===== config.mk =====
export PLATFORM = sky130hd
export DESIGN_NAME = full_adder
export DESIGN_NICKNAME = d
export VERILOG_FILES = /design/src/rtl/full_adder_pkg.sv /design/src/rtl/full_adder_cell.sv /design/src/rtl/full_adder.sv
export SDC_FILE = /design/constraint.sdc
export NUM_CORES = 1
export LEC_CHECK = 0
export ABC_CLOCK_PERIOD_IN_PS = 1000
export BUFFER_PORTS_ARGS = -buffer_cell sky130_fd_sc_hd__buf_2
export CORE_AREA = 2 2 39 41
export CTS_BUF_LIST = sky130_fd_sc_hd__clkbuf_4
export DETAILED_ROUTE_END_ITERATION = 7
export DIE_AREA = 0 0 41 43
export GPL_ROUTABILITY_DRIVEN = 0
export HOLD_SLACK_MARGIN = 0.02
export PLACE_DENSITY_LB_ADDON = 0.08
export SETUP_SLACK_MARGIN = 0.02
export SYNTH_ARGS = -nofsm -noshare
export SYNTH_HDL_FRONTEND = slang
export SYNTH_SLANG_ARGS = --single-unit

===== constraint.sdc =====
create_clock -name clk -period 1 [get_ports clk]
set_input_delay 0.25 -clock clk [delete_from_list [all_inputs] [get_ports clk]]
set_output_delay 0.25 -clock clk [all_outputs]
set_load 0.03 [all_outputs]

===== src/rtl/full_adder_pkg.sv =====
// Shared constants and helpers for the registered ripple-carry adder.
// Imported by full_adder and full_adder_cell.
package full_adder_pkg;

  localparam int WIDTH_MAX = 64;

  localparam logic [WIDTH_MAX-1:0] S_RST = '0;
  localparam logic                 C_RST = 1'b0;

  // {carry, sum} result width for a given operand width
  function automatic int res_w(input int w);
    return w + 1;
  endfunction

endpackage


===== src/rtl/full_adder_cell.sv =====
// Gate-level 1-bit full-adder cell, one link of the ripple chain.
// Ports: a, b, ci in; s (sum), co (carry out) out. Purely combinational.
module full_adder_cell
  import full_adder_pkg::*;
(
  input  logic a,
  input  logic b,
  input  logic ci,
  output logic s,
  output logic co
);

  logic w_x;
  logic w_g;
  logic w_p;

  xor u_x0 (w_x, a, b);
  xor u_x1 (s, w_x, ci);
  and u_a0 (w_g, a, b);
  and u_a1 (w_p, w_x, ci);
  or  u_o0 (co, w_g, w_p);

endmodule


===== src/rtl/full_adder.sv =====
// Registered WIDTH-bit ripple adder {c,s} = a + b + cin, 1-cycle latency.
// Ports: clk, rst (sync, active-high), in_valid, a, b, cin -> s, c,
// out_valid; ovf (signed overflow) only when FULL_ADDER_OVERFLOW_EN.
module full_adder
  import full_adder_pkg::*;
#(
  parameter int WIDTH = 1
) (
  input  logic             clk,
  input  logic             rst,
  input  logic             in_valid,
  input  logic [WIDTH-1:0] a,
  input  logic [WIDTH-1:0] b,
  input  logic             cin,
  output logic [WIDTH-1:0] s,
  output logic             c,
`ifdef FULL_ADDER_OVERFLOW_EN
  output logic             ovf,
`endif
  output logic             out_valid
);

  localparam int RW = res_w(WIDTH);

  if (WIDTH < 1 || WIDTH > WIDTH_MAX) begin : g_bad_width
    $error("full_adder: WIDTH out of range");
  end

  logic [WIDTH:0]   w_k;
  logic [WIDTH-1:0] w_s;
  logic [RW-1:0]    w_res;

  assign w_k[0] = cin;

  for (genvar i = 0; i < WIDTH; i++) begin : g_cell
    full_adder_cell u_cell (
      .a  (a[i]),
      .b  (b[i]),
      .ci (w_k[i]),
      .s  (w_s[i]),
      .co (w_k[i+1])
    );
  end

  assign w_res = {w_k[WIDTH], w_s};

  logic [WIDTH-1:0] r_s;
  logic             r_c;
  logic             r_v;

  // Result registers load only on in_valid, so X on idle
  // operands never reaches s/c.
  always_ff @(posedge clk) begin
    if (rst) begin
      r_s <= S_RST[WIDTH-1:0];
      r_c <= C_RST;
      r_v <= 1'b0;
    end else begin
      r_v <= in_valid;
      if (in_valid) begin
        r_s <= w_res[WIDTH-1:0];
        r_c <= w_res[RW-1];
      end
    end
  end

  assign s         = r_s;
  assign c         = r_c;
  assign out_valid = r_v;

`ifdef FULL_ADDER_OVERFLOW_EN
  logic w_ovf;
  logic r_ovf;

  // Signed overflow: carry into MSB differs from carry out of it
  assign w_ovf = w_k[WIDTH] ^ w_k[WIDTH-1];

  always_ff @(posedge clk) begin
    if (rst) begin
      r_ovf <= 1'b0;
    end else if (in_valid) begin
      r_ovf <= w_ovf;
    end
  end

  assign ovf = r_ovf;
`endif

endmodule


==> results.md <==
- M1 GR Usage: 0.0322
- Clk root buf: clkbuf_4
- Final Hold Viols: 0
- Worst r2r src: c
- Hold Path Depth: 2
- Synth Instances: 9
- DRC: 0
- Routing usage on met2: 0.0500
- Max stage delay on crit path: just under 0.3 ns
- Netlist cell types: 5
- Share of layout cells above drive strength 1: 0.667
- First-pass GRT wire length: approximately 430 um
- Area of placed instances: roughly 170 um^2
- DR vias: ~110
- Avg WL per Cell: 7.46 um
- Clk buf depth: 2
- DR iter-0 viols: 0
- WP depth: 1
- I/O Buffers: 8
- P&R area growth vs syn: 92.3%
- Initial antenna violation count: 0
- H-tree depth: 1
- Clk_lat worst skew: approximately 0.23 ns
- # setup viols final: 0
- First-pass detailed-route iteration total: 1
- Cells along the critical path: buf_2
- CP Max Fanout: 1
- Num rows: 14
- Yosys warnings: 0
- Status: complete, no violations
- Cell area after layout: 219 um^2
- Syn Nets: 16
- Seq. cell area: 62.6 um^2
- Worst-path clk slew: roughly 0.04 ns
- Crit. End Element: output pin
- Yosys reg bits: 3
- TNS Setup: 0 ns
- Worst path top cell family by delay: flip-flops
- Reg2reg path depth: 2
- CTS tree: built
- Synth top area cells: dfxtp_1 (53%), fa_1 (18%), mux2i_1 (18%)
- Commonest cells after routing, fill and taps aside: buf_2 (6), clkbuf_4 (4)
- Total die area: roughly 1800 um^2
- Commonest non-fill, non-tap cell in the layout: buf_2
- Finished Core Util: 0.158
- Vias per cell: around 3.0
- Remaining antenna violation count: 0
- Gr busiest metal: met4
- Hold-fix buffers, CTS: 0
- Maximum VDD drop: ~0.00043 V
- WHS Endpoint: s
- Crit Path Class: flip-flop to output pin
- Cell Area, Synth: between 100 and 150 um^2
- Pwr dens: 1990 nW/um^2
- Die Wd: 41 um
- Worst-margin pin slew: 0.137 ns
- Worst R2R Setup Slack: around 0.4 ns
- Vias in the first global route: about 120
- Arrival time worst endpoint: ~0.70 ns
- Fmax: between 1 and 1.5 GHz
- Inserted Clock Buffers: 3
- Max Cap Viol: 0
- GR Util met3: 0.0314
- Multi-input gate area: about 54 um^2
- Register area share after synthesis: 0.527
- Routed WL: roughly 280 um
- Final nets: 29
- Antenna diodes: 0
- Die H: 43 um
- Hold Crit Start: rst
- Area fraction of the dominant cell type after synthesis: 0.527
- Tmin final: roughly 0.95 ns
- Worst slew margin: 0.906
- Worst path slowest cell: dfxtp_1
- Final period utilization: 0.950
- Initial core utilization: 0.0823
- RSZ-0062 raised after global routing: no
- Critical R2R Capture: c
- Top Ports: 9
- Total track usage: 0.0472
- CP bufs+invs: 1
- Hold Path Class: input port to flip-flop
- Yosys top cell by area: dfxtp_1
- Critical path required time: 0.75 ns
- Total gr overflow: 0
- Worst setup SP type: flip-flop
- Core ar.: about 1400 um^2
- CTS Sinks: 3
- Leak: 0.106 nW
- Avg Cell Area, Syn: roughly 13 um^2
- Fin. max-slew vios: 0
- Clock Skew: 0 ns
- Fill count: 160
- Largest net degree at the start of global routing: 4
[sequential cells by signal (all words and copies together) (netlist names)]
signal and flops:
c 1, out_valid 1, s 1
[through the flow]
step                      std cells  setup slack (ns)  hold slack [ns]  total power, W
after floorplan                   9            0.0144            0.322        0.000166
after global placement           33            -0.118            0.462        0.000192
after detailed placement         33            -0.142            0.453        0.000193
after CTS                        37            0.0202            0.205        0.000445
after global routing             37            0.0225            0.199        0.000473
final                            37            0.0498            0.205        0.000435
[how the worst max path moves through the flow]
stage                   start        end
floorplan                   a          s
global placement            a          s
detailed placement          a          s
CTS                         s          s
global route        out_valid  out_valid
finish              out_valid  out_valid
[logic make-up (layout without fill, tap and decap cells)]
kind of cell	after synthesis	after routing	share of synthesized area
simple gates	3	3	0.121
buf+inv	0	12	0
mux	2	2	0.176
flops	3	3	0.527
fa+ha+maj	1	1	0.176
[where the power goes]
group	switching, W	internal [W]	total (W)
logic	0.0000338	0.0000304	0.0000642
clock network	0.0000593	0.000176	0.000236
registers	0.00000468	0.000131	0.000135
[cell usage after synthesis (all sizes together)]
cell type,number
mux2i,2
dfxtp,3
nor2b,1
fa,1
nor2,2
[timing repair]
action | 4_1_cts | 5_1_grt
resized for setup | 2 | 4
endpoints found under the setup margin | 2 | 2
setup buffers | 0 | 0
[layout make-up]
| cell class | count | area share |
|---|---|---|
| clock buffers | 4 | 0.137 |
| repair buffers | 8 | 0.240 |
| flip-flops and latches | 3 | 0.286 |
| multi-input cells | 6 | 0.246 |
| well taps | 16 | 0.0914 |
[per-layer routing]
metal  part of all wire  wire, um  vias up
li1                   -         -       53
met1               0.31        86       53
met2               0.59       162        5
met3              0.098        27        0
met4                  0         0        0
met5                  0         0        -
Power figures use the tool's default switching activity.
